<file path="src/rtl/merlin_mem_arb_pkg.sv">
// merlin_mem_arb_pkg: shared source IDs and order-tag layout for the memory arbiter
package merlin_mem_arb_pkg;
  localparam logic SRC_I = 1'b0;
  localparam logic SRC_D = 1'b1;
  localparam int TAG_W = 2;
  typedef struct packed {
    logic src;
    logic wr;
  } tag_t;
endpackage

</file>
<file path="src/rtl/merlin_order_fifo.sv">
// merlin_order_fifo: in-order tag FIFO tracking the source of each outstanding memory request
module merlin_order_fifo
  import merlin_mem_arb_pkg::*;
#(
  parameter int DEPTH_X = 2
) (
  input  logic             clk_i,
  input  logic             reset_i,
  input  logic             push,
  input  logic             pop,
  input  logic [TAG_W-1:0] din,
  output logic [TAG_W-1:0] dout,
  output logic             full,
  output logic             empty
);
  logic [TAG_W-1:0] mem [2**DEPTH_X];
  logic [DEPTH_X-1:0] wp, rp;
  logic [DEPTH_X:0] cnt;
  always_ff @(posedge clk_i or posedge reset_i) begin
    if (reset_i) begin
      mem <= '{default: '0};
      wp <= '0;
      rp <= '0;
      cnt <= '0;
    end else begin
      if (push) mem[wp] <= din;
      wp <= push ? wp + DEPTH_X'(1) : wp;
      rp <= pop ? rp + DEPTH_X'(1) : rp;
      cnt <= cnt + (DEPTH_X+1)'(push) - (DEPTH_X+1)'(pop);
    end
  end
  assign dout = mem[rp];
  assign full = cnt[DEPTH_X];
  assign empty = cnt == '0;
endmodule

</file>
<file path="src/rtl/merlin_mem_arb.sv">
// merlin_mem_arb: round-robin merge of core I/D ports onto one in-order memory channel
module merlin_mem_arb
  import merlin_mem_arb_pkg::*;
#(
  parameter int C_ORDER_DEPTH_X = 2
) (
  input  logic        clk_i,
  input  logic        reset_i,
  input  logic        clk_en_i,
  output logic        ireqready_o,
  input  logic        ireqvalid_i,
  input  logic [1:0]  ireqhpl_i,
  input  logic [31:0] ireqaddr_i,
  input  logic        irspready_i,
  output logic        irspvalid_o,
  output logic        irsprerr_o,
  output logic [31:0] irspdata_o,
  output logic        dreqready_o,
  input  logic        dreqvalid_i,
  input  logic [1:0]  dreqsize_i,
  input  logic        dreqdvalid_i,
  input  logic [1:0]  dreqhpl_i,
  input  logic [31:0] dreqaddr_i,
  input  logic [31:0] dreqdata_i,
  input  logic        drspready_i,
  output logic        drspvalid_o,
  output logic        drsprerr_o,
  output logic        drspwerr_o,
  output logic [31:0] drspdata_o,
  input  logic        mreqready_i,
  output logic        mreqvalid_o,
  output logic        mreqwr_o,
  output logic [1:0]  mreqsize_o,
  output logic [1:0]  mreqhpl_o,
  output logic [31:0] mreqaddr_o,
  output logic [31:0] mreqdata_o,
  output logic        mrspready_o,
  input  logic        mrspvalid_i,
  input  logic        mrsperr_i,
  input  logic [31:0] mrspdata_i
);
  logic last_grant, locked, lock_src, sel, act, full, empty, push, pop, dst_ready, rsp_ok;
  tag_t head;
  assign act = !reset_i;
  // A stalled request pins the grant so the memory sees a stable source and payload
  assign sel = locked ? lock_src :
               (ireqvalid_i && dreqvalid_i) ? ~last_grant : dreqvalid_i;
  always_comb begin
    mreqvalid_o = act & !full & (sel ? dreqvalid_i : ireqvalid_i);
    ireqready_o = act & (sel == SRC_I) & mreqready_i & !full & clk_en_i;
    dreqready_o = act & (sel == SRC_D) & mreqready_i & !full & clk_en_i;
    mreqwr_o = act & sel & dreqdvalid_i;
    mreqsize_o = !act ? 2'b00 : sel ? dreqsize_i : 2'b10;
    mreqhpl_o = !act ? 2'b00 : sel ? dreqhpl_i : ireqhpl_i;
    mreqaddr_o = !act ? 32'd0 : sel ? dreqaddr_i : ireqaddr_i;
    mreqdata_o = (act && sel) ? dreqdata_i : 32'd0;
  end
  assign push = mreqvalid_o & mreqready_i & clk_en_i;
  assign rsp_ok = act & !empty;
  assign dst_ready = head.src ? drspready_i : irspready_i;
  always_comb begin
    mrspready_o = rsp_ok & dst_ready & clk_en_i;
    irspvalid_o = rsp_ok & mrspvalid_i & (head.src == SRC_I);
    drspvalid_o = rsp_ok & mrspvalid_i & (head.src == SRC_D);
    irsprerr_o = act & mrsperr_i;
    drsprerr_o = act & mrsperr_i & !head.wr;
    drspwerr_o = act & mrsperr_i & head.wr;
    irspdata_o = act ? mrspdata_i : 32'd0;
    drspdata_o = act ? mrspdata_i : 32'd0;
  end
  assign pop = mrspready_o & mrspvalid_i;
  always_ff @(posedge clk_i or posedge reset_i) begin
    if (reset_i) begin
      last_grant <= SRC_D;
      locked <= 1'b0;
      lock_src <= SRC_I;
    end else if (clk_en_i) begin
      last_grant <= push ? sel : last_grant;
      locked <= mreqvalid_o & !mreqready_i;
      lock_src <= sel;
    end
  end
  merlin_order_fifo #(.DEPTH_X(C_ORDER_DEPTH_X)) u_fifo (
    .clk_i(clk_i),
    .reset_i(reset_i),
    .push(push),
    .pop(pop),
    .din({sel, mreqwr_o}),
    .dout(head),
    .full(full),
    .empty(empty)
  );
endmodule

</file>
<file path="config.mk">
export PLATFORM = sky130hd
export DESIGN_NAME = merlin_mem_arb
export DESIGN_NICKNAME = d
export VERILOG_FILES = /design/src/rtl/merlin_mem_arb_pkg.sv /design/src/rtl/merlin_order_fifo.sv /design/src/rtl/merlin_mem_arb.sv
export SDC_FILE = /design/constraint.sdc
export NUM_CORES = 1
export LEC_CHECK = 0
export BUFFER_PORTS_ARGS = -buffer_cell sky130_fd_sc_hd__buf_2
export CAP_MARGIN = 15
export CORE_AREA = 2 2 110 112
export CTS_CLUSTER_SIZE = 25
export DETAILED_ROUTE_END_ITERATION = 10
export DIE_AREA = 0 0 112 114
export PLACE_DENSITY = 0.49
export SETUP_SLACK_MARGIN = 0.15
export SYNTH_ARGS = -nofsm -noshare
export SYNTH_HDL_FRONTEND = slang
export SYNTH_SLANG_ARGS = --single-unit
</file>
<file path="constraint.sdc">
create_clock -name clk_i -period 3 [get_ports clk_i]
set_input_delay 0.6 -clock clk_i [delete_from_list [all_inputs] [get_ports clk_i]]
set_output_delay 0.6 -clock clk_i [all_outputs]
set_load 0.05 [all_outputs]
</file>
# Yosys cells after proc, flatten, opt, wreduce, memory -nomap -nowiden
# Index checks and enable logic that the tools add are counted.
# classes
addsub,4
n_lt_le_gt_ge,3
muxes,18
bitwise,29
reduce_logical,10
# op_table
op,n
$mux W32,4
$and A1 B1 Y1,24
$mux W2,7
$bwmux W8,1
$ge A3 B3 Y1 const B,2
$not A2 Y3,2
$logic_not A1 Y1,5
$add A2 B1 Y2 const B,2
$bmux W2 S2,1
$demux W2 S2,1
$mux W1,4
$add A3 B1 Y3,1
$logic_and A1 B1 Y1,3
$logic_not A3 Y1,1
$lt A3 B1 Y1 const B,1
$not A1 Y1,3
$sub A3 B1 Y3,1
$reduce_and A2 Y1,1
# word_totals
reg_bits,18
input_bits,145
output_inout_bits,142
word_cells,74

# Longest topological paths before layout
# logic_depth
ltp_word,9
mapped_depth,9
ltp_nobuf,9

# Hierarchy
# A second synthesis with hierarchy kept.
# unflattened
hier_cells,279
area_unflattened_um2,2327.2
# by_module_without_submodules
mod,instances,cells_each,area_per_inst_um2,seq_area_each_um2
merlin_mem_arb,1,227,1619.1,76.3
merlin_order_fifo,1,52,708.2,375.4

# Least setup slack after synthesis
# No wires, ideal clock.
# synth_path
path_type,input to output
from,input port reset_i
to,output port mreqvalid_o
arrival_time_ns,3.300
required_ns,2.400
setup_slack_ns,-0.900
cell_stages,2
n_path_buf,1
path_cell_list,buf_4 a2111oi_0
# synth_between
elab_chain_cells,3
# synth_rtl
item,line,text
"start, declared",merlin_mem_arb.sv:8,"input logic reset_i,"
$logic_not A1 Y1 (no line),-,
$and A1 B1 Y1 (2 in series),merlin_mem_arb.sv:49,mreqvalid_o = act & !full & (sel ? dreqvalid_i : ireqvalid_i);
"end, declared",merlin_mem_arb.sv:31,"output logic mreqvalid_o,"
# No other way between the ends.

# Final worst setup path
# layout_path
from,register u_fifo.rp[0]
to,register u_fifo.cnt[2]
# layout_between
elab_chain_cells,9
# layout_rtl
item,line,text
"start, declared",merlin_order_fifo.sv:17,"logic [DEPTH_X-1:0] wp, rp;"
"start signal, assigned",merlin_order_fifo.sv:28,rp <= pop ? rp + DEPTH_X'(1) : rp;
$not A2 Y3 (implied by the code),merlin_order_fifo.sv:32,assign dout = mem[rp];
$bmux W2 S2,merlin_order_fifo.sv:32,
$mux W2 (implied by the code) (2 in series),merlin_order_fifo.sv:32,
$mux W1,merlin_mem_arb.sv:60,assign dst_ready = head.src ? drspready_i : irspready_i;
$and A1 B1 Y1 (2 in series),merlin_mem_arb.sv:62,mrspready_o = rsp_ok & dst_ready & clk_en_i;
$and A1 B1 Y1,merlin_mem_arb.sv:71,assign pop = mrspready_o & mrspvalid_i;
via pop,merlin_mem_arb.sv:42,"logic last_grant, locked, lock_src, sel, act, full, empty, push, pop, dst_ready, rsp_ok;"
$sub A3 B1 Y3,merlin_order_fifo.sv:29,cnt <= cnt + (DEPTH_X+1)'(push) - (DEPTH_X+1)'(pop);
"end signal, assigned",merlin_order_fifo.sv:29,
"end, declared",merlin_order_fifo.sv:18,logic [DEPTH_X:0] cnt;
# The timed path passes the listed nets, and every way through them passes these cells. The select of a mux whose other input is x is not followed.
# A chain may end at the register's enable or synchronous reset.

==> impl_metrics.env <==
export IMPL_status="completed"
export IMPL_cp_end_kind="flip-flop"
export IMPL_fillers=1284
export IMPL_ys_types=37
export IMPL_die_h_um=114
export IMPL_track_usage=0.1447
export IMPL_ys_warn_count=0
export IMPL_via_count=2996
export IMPL_routed_wl_met3_um=841
export IMPL_ys_ff_latch=18
export IMPL_syn_area_mm2=0.002218
export IMPL_worst_setup_path_type="flip-flop to flip-flop"
export IMPL_overflow=0
export IMPL_grt_max_degree=54
export IMPL_synth_fp_nets=465
export IMPL_fin_crit_ns=2.720
export IMPL_dp_hpwl_mm=8.973
export IMPL_hold_viol=0
export IMPL_cts_tree="done"
export IMPL_wl_met2_mm=4.968
export IMPL_final_nets=709
export IMPL_hold_ws_ns=0.5043
export IMPL_placementRows=40
export IMPL_gp_congestion=0.8579
export IMPL_dieArea_mm2=0.01277
export IMPL_synth_ff_type="dfrtp_1"
export IMPL_viasPerCell=4.244
export IMPL_clock_skew_ns=0.001613
export IMPL_netlist_instances=313
export IMPL_fmax_ghz=0.3676
export IMPL_power_leakage_nw=2.348
export IMPL_drtIter0Drc=182
export IMPL_drive_gt1_frac=0.5827
export IMPL_clock_sinks=18
export IMPL_drt_drc_violations_left=0
export IMPL_worstPathArrival_ns=2.85
export IMPL_start_util=0.1894
export IMPL_synth_area_per_cell_um2=7.087
export IMPL_clock_latency_ns=0.25
export IMPL_clk_path_buf_depth=2
export IMPL_start_kind="flip-flop"
export IMPL_dr_pass1_iters=4
export IMPL_grt_pass1_wl_mm=14.77
export IMPL_wl_mm=10.37
export IMPL_finalSetupViolations=0
export IMPL_maxCapViolations=0
export IMPL_area_delta_synth_final_pct=69.77
export IMPL_finalCritPeriodShare=0.9067
export IMPL_hold_path_class="flip-flop to flip-flop"
export IMPL_ir_worst_vdd_uv=393.6
export IMPL_maxSlewHeadroom=0.7522
export IMPL_post_cts_setup_buffers=0
export IMPL_finalPower_mw=2.224
export IMPL_slew_viol_final=0
export IMPL_drt_met1_wl_mm=4.429
export IMPL_synth_edf_count=0
export IMPL_ys_seq_area_frac=0.2036
export IMPL_top_layer="met5"
export IMPL_worst_r2r_setup_slack_ns=0.28
export IMPL_die_w_um=112
export IMPL_detail_route_antenna_nets=0
export IMPL_rsz0062_at_grt="no"
export IMPL_io_pins=287
export IMPL_grt_pass1_vias=2672
export IMPL_power_density_mw_per_mm2=590.4
export IMPL_cts_made_buffers=3
export IMPL_clkTransAtPathRegs_ns=0.05
export IMPL_tightest_slew_ns=0.3709
export IMPL_synthArstFlopShare=1.000
export IMPL_crit_fanout=4
export IMPL_dp_slack_ns=0.1911
export IMPL_fin_ws_ns=0.2800
export IMPL_cts_root_buf="clkbuf_16"
export IMPL_cts_max_level=1
export IMPL_core_mm2=0.01171
export IMPL_utilization=0.3216
export IMPL_portBuffers=286
export IMPL_fin_setup_tns_ns=0
export IMPL_cp_required_ns=3.13
export IMPL_post_drt_wl_per_cell_um=14.68
export IMPL_antenna_found_initial=5
[final cells by class]
| type | instances | area (um^2) | share of cell area |
|---|---|---|---|
| Multi-Input combinational cell | 230 | 1430 | 0.3797 |
| Timing Repair Buffer | 295 | 1569 | 0.4166 |
| Tap cell | 147 | 183.9 | 0.04884 |
| Antenna cell | 3 | 7.507 | 0.001993 |
| Sequential cell | 18 | 452.9 | 0.1203 |
| Inverter | 9 | 33.78 | 0.008970 |
| Clock buffer | 4 | 88.84 | 0.02359 |
[repair_timing]
item	4_1_cts	5_1_grt
endpoints found under the setup margin	0	1
gates resized for setup	0	3
hold buffers	0	0
endpoints found under the hold margin	0	0
[report_power, final]
part           switching, mW  internal, mW  leakage [nW]
Clock                 0.0884         0.203        0.0442
Sequential            0.0791         0.342         0.225
Combinational           1.03         0.484          2.08
Total                   1.20          1.03          2.35
[state kept, by name, indices dropped and copies added, names as in the netlist]
name and flops:
locked 1, u_fifo.wp 2, u_fifo.cnt 3, lock_src 1, u_fifo.rp 2, last_grant 1
u_fifo.mem 8
[layer usage]
metal  vias up  global-route usage
li1       1479                   -
met4         4             0.02439
met2       119              0.2424
met3        10             0.04516
met1      1384              0.1871
met5         -                   0
[cell usage after synthesis (2+ instances only)]
master     n  area (um^2)
and3_1    34        212.7
buf_1      2        7.510
nand2_1   75        281.5
xnor2_1    3        26.28
o21ai_0    2        10.01
ha_1       6        75.07
buf_2      2        10.01
dfrtp_1   17        425.4
nor3b_1    2        15.01
nor2b_1   34        212.7
nor3_1     2        10.01
nor2_1     7        26.28
inv_1      9        33.78
xor2_1     2        17.52
a21oi_1   36        180.2
and2_1     2        12.51
clkbuf_1  19        71.32
mux2_2     8        90.09
buf_4     33        247.7
[per-stage QoR]
step	std cells	instance area, um^2
2_1_floorplan	313	2227
3_3_place_gp	699	3659
3_5_place_dp	699	3659
4_1_cts	703	3747
5_1_grt	705	3764
6_report	706	3766
[path summary, 6_finish.rpt]
path | endpoint | from | depth (start not counted)
setup / recovery | u_fifo.cnt[2] | u_fifo.rp[0] | 9
hold / removal | u_fifo.mem[2] | u_fifo.mem[2] | 1
setup reg to reg | u_fifo.cnt[2] | u_fifo.rp[0] | 9
hold reg to reg | u_fifo.mem[2] | u_fifo.mem[2] | 1
max in group asynchronous | last_grant | reset_i | 3
min in group asynchronous | u_fifo.mem[6] | reset_i | 3
[critical path, cell delays in order, from the launching register on]
cell and delay (ns):
dfrtp_2 0.40, mux4_2 0.54, mux2_4 0.33, and3_2 0.22, ha_1 0.27, inv_1 0.04
ha_1 0.18, fa_2 0.36, xnor2_2 0.15, xnor2_1 0.12
[placed cells by master, fill, tap and decap left out, drive strengths merged, types with 2 or more instances in the layout]
cell	Yosys	layout
buf	37	295
xor2	2	2
ha	6	6
nor2b	34	34
diode	0	3
a21oi	36	36
nand2	75	75
o21ai	2	2
and2	3	3
dfrtp	17	17
clkbuf	19	4
mux2	9	9
xnor2	3	3
inv	9	9
mux4	2	2
and3	35	35
nor3	2	2
nor2	7	7
nor3b	2	2
[cell families after synthesis]
family / Yosys count / synth area share
buf+inv: 65 / 0.1670
fa+ha+maj: 7 / 0.04286
compound gates: 43 / 0.1100
mux: 12 / 0.07389
flops: 18 / 0.2036
xor+xnor: 5 / 0.01974
simple gates: 163 / 0.3830
Power figures use the tool's default switching activity.
